### config.mk
export PLATFORM = sky130hd
export DESIGN_NAME = des_round_engine
export DESIGN_NICKNAME = d
export VERILOG_FILES = /design/src/rtl/des_round_engine.sv
export SDC_FILE = /design/constraint.sdc
export NUM_CORES = 1
export LEC_CHECK = 0
export ABC_AREA = 1
export CAP_MARGIN = 20
export CORE_ASPECT_RATIO = 0.8
export CORE_MARGIN = 10
export CORE_UTILIZATION = 17
export CTS_CLUSTER_DIAMETER = 40
export DETAILED_ROUTE_END_ITERATION = 10
export PLACE_DENSITY = 0.85
export SYNTH_ARGS = -nofsm -noshare
export SYNTH_HDL_FRONTEND = slang
export SYNTH_SLANG_ARGS = --single-unit
### constraint.sdc
create_clock -name i_clk -period 1.1 [get_ports i_clk]
set_input_delay 0.11 -clock i_clk [delete_from_list [all_inputs] [get_ports i_clk]]
set_output_delay 0.11 -clock i_clk [all_outputs]
set_load 0.02 [all_outputs]
### src/rtl/des_round_engine.sv
// des_round_engine: iterative DES cipher core, one Feistel round per clock.
// A 64-bit block is accepted over a valid/ready handshake together with a key
// and a mode bit. Sixteen rounds later the result is held on o_data until the
// consumer takes it. The eight S-box lookups are small standalone modules.
//
// Ports:
//   i_clk        clock, rising edge
//   i_rst_n      asynchronous active-low reset (synchronous release)
//   i_in_valid   block request valid
//   o_in_ready   engine idle and able to accept a block
//   i_mode       0 = encrypt, 1 = decrypt (sampled on accept)
//   i_data       64-bit input block, bit 63 = DES bit 1 (sampled on accept)
//   i_key        64-bit key incl. parity bits (sampled on accept)
//   o_out_valid  result valid, held until i_out_ready
//   i_out_ready  consumer accepts the result
//   o_data       64-bit result block

module S1_BOX (
    input  logic [5:0] din,
    output logic [3:0] dout
);
    localparam logic [255:0] TBL = 256'hE4D12FB83A6C5907_0F74E2D1A6CB9538_41E8D62BFC973A50_FC8249175B3EA06D;
    // Entry (row*16 + col) sits at nibble 63-index counted from the LSB.
    assign dout = TBL[{~{din[5], din[0], din[4:1]}, 2'b00} +: 4];
endmodule

module S2_BOX (
    input  logic [5:0] din,
    output logic [3:0] dout
);
    localparam logic [255:0] TBL = 256'hF18E6B34972DC05A_3D47F28EC01A69B5_0E7BA4D158C6932F_D8A13F42B67C05E9;
    assign dout = TBL[{~{din[5], din[0], din[4:1]}, 2'b00} +: 4];
endmodule

module S3_BOX (
    input  logic [5:0] din,
    output logic [3:0] dout
);
    localparam logic [255:0] TBL = 256'hA09E63F51DC7B428_D709346A285ECBF1_D6498F30B12C5AE7_1AD069874FE3B52C;
    assign dout = TBL[{~{din[5], din[0], din[4:1]}, 2'b00} +: 4];
endmodule

module S4_BOX (
    input  logic [5:0] din,
    output logic [3:0] dout
);
    localparam logic [255:0] TBL = 256'h7DE3069A1285BC4F_D8B56F03472C1AE9_A690CB7DF13E5284_3F06A1D8945BC72E;
    assign dout = TBL[{~{din[5], din[0], din[4:1]}, 2'b00} +: 4];
endmodule

module S5_BOX (
    input  logic [5:0] din,
    output logic [3:0] dout
);
    localparam logic [255:0] TBL = 256'h2C417AB6853FD0E9_EB2C47D150FA3986_421BAD78F9C5630E_B8C71E2D6F09A453;
    assign dout = TBL[{~{din[5], din[0], din[4:1]}, 2'b00} +: 4];
endmodule

module S6_BOX (
    input  logic [5:0] din,
    output logic [3:0] dout
);
    localparam logic [255:0] TBL = 256'hC1AF92680D34E75B_AF427C9561DE0B38_9EF528C3704A1DB6_432C95FABE17608D;
    assign dout = TBL[{~{din[5], din[0], din[4:1]}, 2'b00} +: 4];
endmodule

module S7_BOX (
    input  logic [5:0] din,
    output logic [3:0] dout
);
    localparam logic [255:0] TBL = 256'h4B2EF08D3C975A61_D0B7491AE35C2F86_14BDC37EAF680592_6BD814A7950FE23C;
    assign dout = TBL[{~{din[5], din[0], din[4:1]}, 2'b00} +: 4];
endmodule

module S8_BOX (
    input  logic [5:0] din,
    output logic [3:0] dout
);
    localparam logic [255:0] TBL = 256'hD2846FB1A93E50C7_1FD8A374C56B0E92_7B419CE206ADF358_21E74A8DFC90356B;
    assign dout = TBL[{~{din[5], din[0], din[4:1]}, 2'b00} +: 4];
endmodule

module des_round_engine #(
    parameter int NUM_ROUNDS = 16
) (
    input  logic        i_clk,
    input  logic        i_rst_n,
    input  logic        i_in_valid,
    output logic        o_in_ready,
    input  logic        i_mode,
    input  logic [63:0] i_data,
    input  logic [63:0] i_key,
    output logic        o_out_valid,
    input  logic        i_out_ready,
    output logic [63:0] o_data
);
    localparam int CNT_W = $clog2(NUM_ROUNDS);
    localparam logic [CNT_W-1:0] LAST_CNT = CNT_W'(NUM_ROUNDS - 1);

    // Permutation tables: entry i names the source bit (1 = MSB) of output bit i+1.
    localparam int IP_T [64] = '{
        58, 50, 42, 34, 26, 18, 10, 2, 60, 52, 44, 36, 28, 20, 12, 4,
        62, 54, 46, 38, 30, 22, 14, 6, 64, 56, 48, 40, 32, 24, 16, 8,
        57, 49, 41, 33, 25, 17,  9, 1, 59, 51, 43, 35, 27, 19, 11, 3,
        61, 53, 45, 37, 29, 21, 13, 5, 63, 55, 47, 39, 31, 23, 15, 7};
    localparam int FP_T [64] = '{
        40, 8, 48, 16, 56, 24, 64, 32, 39, 7, 47, 15, 55, 23, 63, 31,
        38, 6, 46, 14, 54, 22, 62, 30, 37, 5, 45, 13, 53, 21, 61, 29,
        36, 4, 44, 12, 52, 20, 60, 28, 35, 3, 43, 11, 51, 19, 59, 27,
        34, 2, 42, 10, 50, 18, 58, 26, 33, 1, 41,  9, 49, 17, 57, 25};
    localparam int E_T [48] = '{
        32,  1,  2,  3,  4,  5,  4,  5,  6,  7,  8,  9,
         8,  9, 10, 11, 12, 13, 12, 13, 14, 15, 16, 17,
        16, 17, 18, 19, 20, 21, 20, 21, 22, 23, 24, 25,
        24, 25, 26, 27, 28, 29, 28, 29, 30, 31, 32,  1};
    localparam int P_T [32] = '{
        16,  7, 20, 21, 29, 12, 28, 17,  1, 15, 23, 26,  5, 18, 31, 10,
         2,  8, 24, 14, 32, 27,  3,  9, 19, 13, 30,  6, 22, 11,  4, 25};
    localparam int PC1_T [56] = '{
        57, 49, 41, 33, 25, 17,  9,  1, 58, 50, 42, 34, 26, 18,
        10,  2, 59, 51, 43, 35, 27, 19, 11,  3, 60, 52, 44, 36,
        63, 55, 47, 39, 31, 23, 15,  7, 62, 54, 46, 38, 30, 22,
        14,  6, 61, 53, 45, 37, 29, 21, 13,  5, 28, 20, 12,  4};
    localparam int PC2_T [48] = '{
        14, 17, 11, 24,  1,  5,  3, 28, 15,  6, 21, 10,
        23, 19, 12,  4, 26,  8, 16,  7, 27, 20, 13,  2,
        41, 52, 31, 37, 47, 55, 30, 40, 51, 45, 33, 48,
        44, 49, 39, 56, 34, 53, 46, 42, 50, 36, 29, 32};

    function automatic logic [63:0] perm_ip(input logic [63:0] x);
        logic [63:0] y;
        y = '0;
        for (int i = 0; i < 64; i++) y[6'(63 - i)] = x[6'(64 - IP_T[6'(i)])];
        return y;
    endfunction

    function automatic logic [63:0] perm_fp(input logic [63:0] x);
        logic [63:0] y;
        y = '0;
        for (int i = 0; i < 64; i++) y[6'(63 - i)] = x[6'(64 - FP_T[6'(i)])];
        return y;
    endfunction

    function automatic logic [47:0] perm_e(input logic [31:0] x);
        logic [47:0] y;
        y = '0;
        for (int i = 0; i < 48; i++) y[6'(47 - i)] = x[5'(32 - E_T[6'(i)])];
        return y;
    endfunction

    function automatic logic [31:0] perm_p(input logic [31:0] x);
        logic [31:0] y;
        y = '0;
        for (int i = 0; i < 32; i++) y[5'(31 - i)] = x[5'(32 - P_T[5'(i)])];
        return y;
    endfunction

    function automatic logic [55:0] perm_pc1(input logic [63:0] x);
        logic [55:0] y;
        y = '0;
        for (int i = 0; i < 56; i++) y[6'(55 - i)] = x[6'(64 - PC1_T[6'(i)])];
        return y;
    endfunction

    function automatic logic [47:0] perm_pc2(input logic [55:0] x);
        logic [47:0] y;
        y = '0;
        for (int i = 0; i < 48; i++) y[6'(47 - i)] = x[6'(56 - PC2_T[6'(i)])];
        return y;
    endfunction

    function automatic logic [27:0] rotl28(input logic [27:0] x, input logic two);
        return two ? {x[25:0], x[27:26]} : {x[26:0], x[27]};
    endfunction

    function automatic logic [27:0] rotr28(input logic [27:0] x, input logic two);
        return two ? {x[1:0], x[27:2]} : {x[0], x[27:1]};
    endfunction

    typedef enum logic [1:0] {ST_IDLE, ST_ROUND, ST_DONE} state_t;

    state_t           state_q, state_d;
    logic [CNT_W-1:0] cnt_q, cnt_d;
    logic [31:0]      l_q, l_d, r_q, r_d;
    logic [27:0]      c_q, c_d, d_q, d_d;
    logic             mode_q, mode_d;
    logic             out_valid_q, out_valid_d;
    logic [63:0]      data_q, data_d;

    logic        one_step;
    logic [27:0] c_rot, d_rot;
    logic [47:0] subkey, sb_in;
    logic [31:0] sb_out, r_new;

    // cnt_q holds (round number - 1); rounds 1, 2, 9 and 16 use single-bit steps.
    assign one_step = (cnt_q == CNT_W'(0)) || (cnt_q == CNT_W'(1)) ||
                      (cnt_q == CNT_W'(8)) || (cnt_q == LAST_CNT);

    // Decrypt walks the encrypt schedule backwards: round 1 reuses the
    // fully-rotated C/D (equal to PC1 output), later rounds undo one step each.
    always_comb begin
        c_rot = c_q;
        d_rot = d_q;
        if (!mode_q) begin
            c_rot = rotl28(c_q, !one_step);
            d_rot = rotl28(d_q, !one_step);
        end else if (cnt_q != CNT_W'(0)) begin
            c_rot = rotr28(c_q, !one_step);
            d_rot = rotr28(d_q, !one_step);
        end
    end

    assign subkey = perm_pc2({c_rot, d_rot});
    assign sb_in  = perm_e(r_q) ^ subkey;

    S1_BOX u_s1 (.din(sb_in[47:42]), .dout(sb_out[31:28]));
    S2_BOX u_s2 (.din(sb_in[41:36]), .dout(sb_out[27:24]));
    S3_BOX u_s3 (.din(sb_in[35:30]), .dout(sb_out[23:20]));
    S4_BOX u_s4 (.din(sb_in[29:24]), .dout(sb_out[19:16]));
    S5_BOX u_s5 (.din(sb_in[23:18]), .dout(sb_out[15:12]));
    S6_BOX u_s6 (.din(sb_in[17:12]), .dout(sb_out[11:8]));
    S7_BOX u_s7 (.din(sb_in[11:6]),  .dout(sb_out[7:4]));
    S8_BOX u_s8 (.din(sb_in[5:0]),   .dout(sb_out[3:0]));

    assign r_new = l_q ^ perm_p(sb_out);

    always_comb begin
        state_d     = state_q;
        cnt_d       = cnt_q;
        l_d         = l_q;
        r_d         = r_q;
        c_d         = c_q;
        d_d         = d_q;
        mode_d      = mode_q;
        out_valid_d = out_valid_q;
        data_d      = data_q;
        unique case (state_q)
            ST_IDLE: begin
                if (i_in_valid) begin
                    {l_d, r_d} = perm_ip(i_data);
                    {c_d, d_d} = perm_pc1(i_key);
                    mode_d     = i_mode;
                    cnt_d      = '0;
                    state_d    = ST_ROUND;
                end
            end
            ST_ROUND: begin
                l_d   = r_q;
                r_d   = r_new;
                c_d   = c_rot;
                d_d   = d_rot;
                cnt_d = cnt_q + CNT_W'(1);
                if (cnt_q == LAST_CNT) begin
                    // Final swap undone: FP sees {R16, L16}.
                    data_d      = perm_fp({r_new, r_q});
                    out_valid_d = 1'b1;
                    state_d     = ST_DONE;
                end
            end
            ST_DONE: begin
                if (i_out_ready) begin
                    out_valid_d = 1'b0;
                    state_d     = ST_IDLE;
                end
            end
            default: state_d = ST_IDLE;
        endcase
    end

    always_ff @(posedge i_clk or negedge i_rst_n) begin
        if (!i_rst_n) begin
            state_q     <= ST_IDLE;
            cnt_q       <= '0;
            l_q         <= '0;
            r_q         <= '0;
            c_q         <= '0;
            d_q         <= '0;
            mode_q      <= 1'b0;
            out_valid_q <= 1'b0;
            data_q      <= '0;
        end else begin
            state_q     <= state_d;
            cnt_q       <= cnt_d;
            l_q         <= l_d;
            r_q         <= r_d;
            c_q         <= c_d;
            d_q         <= d_d;
            mode_q      <= mode_d;
            out_valid_q <= out_valid_d;
            data_q      <= data_d;
        end
    end

    assign o_in_ready  = (state_q == ST_IDLE);
    assign o_out_valid = out_valid_q;
    assign o_data      = data_q;

endmodule

== Word level (Yosys, flattened, before mapping) ==
Cells that the tools add are included.

* Bits in registers: 7
* Bits of input ports: 133
* Output and inout bits: 66
* Word-level logic and storage cells: 25

* $add $sub $neg: 1
* Equal/unequal tests: 6
* Multiplexer cells: 9
* Reductions and logical operators: 6

{| class="wikitable"
|+ Operator list
! cell !! number
|-
| $pmux 4 s2 || 1
|-
| $mux 2 || 3
|-
| $ne 2x2->1 const B || 3
|-
| $pmux 2 s3 || 1
|-
| $reduce_and 3->1 || 2
|-
| $add 4x1->4 const B || 1
|-
| $eq 4x4->1 const B || 1
|-
| $mux 4 || 1
|-
| $reduce_bool 2->1 || 2
|-
| $eq 2x1->1 const B || 1
|-
| $eq 2x2->1 const B || 1
|-
| $logic_not 2->1 || 1
|-
| $mux 1 || 2
|-
| $pmux 1 s2 || 1
|-
| $reduce_and 2->1 || 1
|}

== Logic depth before layout (Yosys ltp) ==
Gate-level depths: netlist of run 1.

* Depth in word-level cells: 3
* Gate-level depth with buffers: 6
* Depth with buffers taken out: 6

== Worst setup path after synthesis of run 1 ==
OpenSTA, ideal clock, no wires.

* Kind: register -> register
* Start point: reg state_q[1]
* End point: reg state_q[0]
* Library setup time: 0.066 ns
* Data arrival time: 0.915 ns
* Data required time: 1.034 ns
* Setup slack: 0.119 ns
* Stages on the path, launching flop included: 4
* Buffers on the path: 0
* Clock period less this slack: 0.981 ns
* Path through: dfrtp_1 -> nor2_1 -> nand2_1 -> nand2_1

* Cells in the longest elaborated chain, start to end: 3
* Elaborated cells between the ends (all ways): 8
* Classes of those cells: eq/ne (5); mux (1); reduce/logical (2)

{| class="wikitable"
|+ Ends and longest elaborated chain
! element !! line !! source
|-
| from (decl) || 182 || <nowiki>state_t state_q, state_d;</nowiki>
|-
| from (signal assigned) || 282 || <nowiki>state_q <= state_d;</nowiki>
|-
| $logic_not 2->1 * || n/a ||
|-
| via o_in_ready || 89 || <nowiki>output logic o_in_ready,</nowiki>
|-
| $ne 2x2->1 (no line) || n/a ||
|-
| $reduce_and 3->1 (no line) || n/a ||
|}

The timed path passes the listed nets; every way through them passes the cells marked *.
A chain may end at the register's enable or synchronous reset.

== Worst setup path in the final report of run 1 ==
* Start point: reg state_q[0]
* End point: out o_in_ready

* Cells in the longest elaborated chain, start to end: 1

{| class="wikitable"
|+ Ends and longest elaborated chain
! element !! line !! source
|-
| $logic_not 2->1 || 294 || <nowiki>assign o_in_ready = (state_q == ST_IDLE);</nowiki>
|-
| to (decl) || 89 ||
|}

Every way passes these cells.

==> impl_summary.log, run 1 <==
INFO  metric run_status = complete, no violations
INFO  metric grt-ovfl-total = 0
INFO  metric layout_commonest_cell = conb_1
INFO  metric numPortBuffers = 5
INFO  metric grt_setup_unrepaired = no
INFO  metric cp.required = between 0.9 and 1 ns
INFO  metric warnings_synthesis = 0
INFO  metric track_usage = 0.0337
INFO  metric synth_seq_area_share = 0.213
INFO  metric postRouteAntennaNets = 0
INFO  metric fp.coreArea = ~4600 µm²
INFO  metric drc_errors = 0
INFO  metric layout_min_cycle_time = 1.03 ns
INFO  metric cts_tree = built
INFO  metric cts_sinks = 7
INFO  metric synthesis.area = 823 µm²
INFO  metric grt_start_max_net_pins = 8
INFO  metric gp_congestion = 0.609
INFO  metric fin_worst_skew = 0.00384 ns
INFO  metric final_net_count = 254
INFO  metric cts_max_path_buffers = 2
INFO  metric groute.layer.met2.usage = 0.0497
INFO  metric rows = 22
INFO  metric final_max_slew_viol_count = 0
INFO  metric avgSynthCellArea = 7.62 µm²
INFO  metric avgViaCountPerCell = 2.75
INFO  metric crit_type = reg2out
INFO  metric grt_most_used_layer = met2
INFO  metric layout_worst_path_cycle_share = 0.935
INFO  metric finalHoldViolCount = 0
INFO  metric synth.ff_latch_count = 7
INFO  metric final_area = 772 µm²
INFO  metric route.final.wire_length = between 1.5 and 2 mm
INFO  metric pre_cts_ws = -0.147 ns
INFO  metric fmaxAchievable = 972 MHz
INFO  metric final_layout_size_suffix_gt1_frac = 0.101
INFO  metric power.ir.vdd_worst = around 0.57 mV
INFO  metric path_class_of_the_lowest_slack_min_delay_path = in2async
INFO  metric postCtsHoldBufs = 0
INFO  metric grtUsageMet1 = 0.0262
INFO  metric finalSetupTns = 0 ns
INFO  metric cellPowerDensity = between 2000 and 2500 nW/µm²
INFO  metric number_of_cts_inserted_buffers = 3
INFO  metric ctsHtreeMaxLevel = 1
INFO  metric grt_use_met3 = 0.0349
INFO  metric ios = 199
INFO  metric total_power = approximately 1600 µW
INFO  metric antenna_cells = 0
INFO  metric cts.clk_slew.worst_paths = around 0.04 ns
INFO  metric initialDrtViolationCount = 18
INFO  metric dieHeight = 82.2 µm
INFO  metric vias = 492
INFO  metric synthCells = 108
INFO  metric grt_pass1_vias = 549
INFO  metric placement.cell_area = between 700 and 800 µm²
INFO  metric cell_at_the_root_of_the_clock_tree = clkbuf_8
INFO  metric cp-end-kind = output pin
INFO  metric die-width = between 90 and 100 µm
INFO  metric clock_insertion_delay_worst_skew = 0.23 ns
INFO  metric worstPathMaxFanout = 2
INFO  metric wl_per_cell = 8.94 µm
INFO  metric drt_first_pass_iters = 4
INFO  metric grt_first_pass_wirelength = 2.25 mm
INFO  metric flow.area_growth_from_synthesis = -6.23%
INFO  metric antenna_found_initial = 0
INFO  metric setup_viol_count_final = 0
INFO  metric die_area = 8040 µm²
INFO  metric dp_hpwl = roughly 1.4 mm
INFO  metric worst_ep_arrival_time = 0.92 ns
INFO  metric timing.max_cap.violations = 0
INFO  metric startpoint_type_of_the_worst_setup_path = flip-flop
INFO  metric final_cell_mix = conb_1 (64), nand2_1 (18), dfrtp_1 (7)
INFO  metric yosys.cell_types.count = 11
INFO  metric initial_core_util = 0.178
INFO  metric final_critical_path_setup_slack = 0.0710 ns
INFO  metric leakagePower = around 0.00045 µW
-- what timing repair did --
action | CTS | global route
pin swaps | 0 | 0
endpoints found under the setup margin | 2 | 4
gates resized for setup | 5 | 2
setup buffers | 0 | 1
-- worst max-delay path, stage by stage, from the launching register on --
cell and delay [ns]:
dfrtp_1 0.38, nor2_1 0.13, buf_2 0.18
-- per-stage QoR --
step                std cells   util  hold WS (ns)
floorplan                 171      -        -0.186
global placement          174  0.156         0.393
detailed placement        174  0.156         0.402
CTS                       178  0.164         0.159
global route              179  0.167         0.173
finish                    179  0.167         0.149
-- routing by layer --
layer	wire (µm)	up-vias
met4	38	0
li1	-	227
met2	706	49
met1	554	210
met5	0	-
met3	301	6
-- state kept, by name, indices dropped and copies added (netlist names) --
name,cells
cnt_q,4
state_q,2
o_out_valid,1
-- layout make-up --
class / instances / area (µm²)
Tap cell: 60 / 75.1
Timing Repair Buffer: 8 / 66.3
Fill cell: 533 / 3850
Inverter: 3 / 11.3
Multi-Input combinational cell: 97 / 399
Clock buffer: 4 / 45.0
Sequential cell: 7 / 175
-- final timing paths --
path / end / slack, ns / startpoint / cells past startpoint
max in group asynchronous: o_out_valid / 0.70 / i_rst_n / 1
worst max register to register: state_q[1] / 0.08 / state_q[1] / 5
min in group i_clk: o_out_valid / 0.46 / o_out_valid / 2
worst max-delay path: o_in_ready / 0.07 / state_q[0] / 2
worst min-delay path: cnt_q[0] / 0.15 / i_rst_n / 1
worst min register to register: o_out_valid / 0.46 / o_out_valid / 2
-- power by group --
group	internal [µW]	switching [µW]	total [µW]
combinational	232	518	751
clock	251	112	362
sequential	362	82.8	445
-- synth_stat cells --
cell,number,area share
conb_1,1,0.0046
dfrtp_1,7,0.21
nor2_4,1,0.014
nand3_1,6,0.036
ha_1,1,0.015
nor2_1,3,0.014
inv_2,2,0.0091
buf_4,64,0.58
o21ai_1,4,0.024
nand2_1,18,0.082
inv_1,1,0.0046
-- cell families after synthesis --
group	share of synthesized area
compound gates	0.0243
fa+ha+maj	0.0152
buf+inv	0.597
flops	0.213
other cells	0.00455
simple gates	0.146
No activity file was read; power rests on OpenSTA's default activity.
==> run 2: changes to the inputs <==
--- a/config.mk
+++ b/config.mk
@@ -12,6 +12,7 @@
 export CORE_UTILIZATION = 17
 export CTS_CLUSTER_DIAMETER = 40
 export DETAILED_ROUTE_END_ITERATION = 10
+export GPL_TIMING_DRIVEN = 0
 export PLACE_DENSITY = 0.85
 export SYNTH_ARGS = -nofsm -noshare
 export SYNTH_HDL_FRONTEND = slang
==> impl_summary.log, run 2 (synthesized netlist as in run 1, its figures left out) <==
INFO  metric run_status = complete, no violations
INFO  metric route.final.wire_length = 1.86 mm
INFO  metric initialDrtViolationCount = 8
INFO  metric cts_max_path_buffers = 2
INFO  metric avgViaCountPerCell = between 2 and 3
INFO  metric initial_core_util = 0.178
INFO  metric pwr-share-seq = 0.275
INFO  metric grt-ovfl-total = 0
INFO  metric largest_reg_flops = 4
INFO  metric grt_first_pass_wirelength = 3.07 mm
INFO  metric dieHeight = 82.2 µm
INFO  metric dp_hpwl = approximately 1.8 mm
INFO  metric share_clk_of_total_power = 0.209
INFO  metric grt_start_max_net_pins = 8
INFO  metric gp_congestion = 0.622
INFO  metric final_cell_mix = buf_4 (66), conb_1 (64), nand2_1 (18)
INFO  metric reg2regPathDepth = 5
INFO  metric final_layout_size_suffix_gt1_frac = 0.414
INFO  metric cp.required = around 0.99 ns
INFO  metric layout_commonest_cell = buf_4
INFO  metric worstPathMaxFanout = 4
INFO  metric storage_element_area = 176 µm²
INFO  metric track_usage = 0.0449
INFO  metric flow.area_growth_from_synthesis = 50.6%
INFO  metric end_point_of_the_critical_path = o_in_ready
INFO  metric cts_tree = built
INFO  metric finalSetupTns = 0 ns
INFO  metric fp.coreArea = 4620 µm²
INFO  metric wl_per_cell = 7.73 µm
INFO  metric cts_sinks = 7
INFO  metric ios = roughly 200
INFO  metric vias = 670
INFO  metric cts.clk_slew.worst_paths = 0.04 ns
INFO  metric rr_startpoint = cnt_q[0]
INFO  metric cell_at_the_root_of_the_clock_tree = clkbuf_8
INFO  metric antenna_cells = 0
INFO  metric final_max_slew_viol_count = 0
INFO  metric final_core_utilization = 0.268
INFO  metric ctsHtreeMaxLevel = 1
INFO  metric pre_cts_ws = -0.225 ns
INFO  metric numPortBuffers = 5
INFO  metric clock_insertion_delay_worst_skew = 0.22 ns
INFO  metric finalHoldWorstSlack = 0.150 ns
INFO  metric layout_worst_path_cycle_share = 0.945
INFO  metric power.ir.vdd_worst = 0.581 mV
INFO  metric drt_first_pass_iters = 4
INFO  metric leakagePower = a little under 0.0008 µW
INFO  metric final_net_count = around 320
INFO  metric number_of_cts_inserted_buffers = 3
INFO  metric worst_ep_arrival_time = 0.93 ns
INFO  metric postRouteAntennaNets = 0
INFO  metric layout_min_cycle_time = 1.04 ns
INFO  metric cp-end-kind = output pin
INFO  metric p_int = 976 µW
INFO  metric r2r_end = state_q[1]
INFO  metric timing.max_cap.violations = 0
INFO  metric fin_worst_skew = approximately 0.0012 ns
INFO  metric biggest_register = cnt_q
INFO  metric worst-r2r-setup-slack = about 0.090 ns
INFO  metric power.switching = 731 µW
INFO  metric drc_errors = 0
INFO  metric die_area = 8040 µm²
INFO  metric antenna_found_initial = 0
INFO  metric setup_viol_count_final = 0
INFO  metric multi_input_area = 398 µm²
INFO  metric startpoint = state_q[0]
INFO  metric fmaxAchievable = 962 MHz
INFO  metric path_class_of_the_lowest_slack_min_delay_path = in2async
INFO  metric finalHoldViolCount = 0
INFO  metric p_sw_frac = 0.428
INFO  metric grt_pass1_vias = 713
INFO  metric number_of_fill_cells_in_the_layout = between 500 and 600
INFO  metric crit_type = reg2out
INFO  metric die-width = 97.8 µm
INFO  metric cellPowerDensity = around 1400 nW/µm²
INFO  metric rows = 22
INFO  metric final_critical_path_setup_slack = between 0.06 and 0.07 ns
INFO  metric p_comb_frac = 0.516
INFO  metric startpoint_type_of_the_worst_setup_path = flip-flop
INFO  metric grt_setup_unrepaired = yes
-- run 2: per-layer routing --
metal	up-vias	wire length [µm]	track usage
li1	353	-	-
met1	266	630	0.0438
met2	47	847	0.0689
met3	4	367	0.0390
met4	0	18	0.0174
met5	-	0	0
-- run 2: stage by stage --
stage	total power [µW]	std cells	area, µm²
final	1710	241	1240
after global routing	1870	241	1240
after CTS	1650	240	1220
after detailed placement	1310	236	1180
after global placement	1280	236	1180
after floorplan	1150	171	1060
-- run 2: worst max-delay path, stage by stage (launching register included) --
cell	delay [ns]
dfrtp_1	0.42
nor2_2	0.14
buf_4	0.15
-- run 2: final cells by class --
| type | count | area share |
|---|---|---|
| Clock buffer | 4 | 0.0363 |
| Buffer | 64 | 0.387 |
| Inverter | 3 | 0.00908 |
| Timing Repair Buffer | 6 | 0.0434 |
| Sequential cell | 7 | 0.142 |
| Multi-Input combinational cell | 97 | 0.321 |
| Tap cell | 60 | 0.0605 |
-- run 2: worst min path at each step --
stage | startpoint | end | slack (ns) | cells past startpoint
3_3_place_gp | i_rst_n | cnt_q[0] | 0.38 | 1
3_5_place_dp | i_rst_n | cnt_q[2] | 0.39 | 1
4_1_cts | i_rst_n | cnt_q[0] | 0.16 | 1
6_report | i_rst_n | cnt_q[2] | 0.15 | 1
2_1_floorplan | i_rst_n | cnt_q[0] | -0.19 | 0
5_1_grt | i_rst_n | cnt_q[2] | 0.18 | 1
-- run 2: power groups by stage --
stage          registers (µW)  clock network (µW)  logic [µW]
4_1_cts                   468                 362         819
5_1_grt                   487                 381        1010
3_3_place_gp              459                   0         819
6_report                  469                 356         881
2_1_floorplan             462                   0         689
3_5_place_dp              470                   0         840
-- run 2: repair_timing --
| action | in CTS | in global routing |
|---|---|---|
| resized for setup | 6 | 3 |
| endpoints found under the setup margin | 2 | 3 |
| hold endpoints to repair | 0 | 0 |
| buffers inserted | 0 | 1 |
| hold buffers | 0 | 0 |
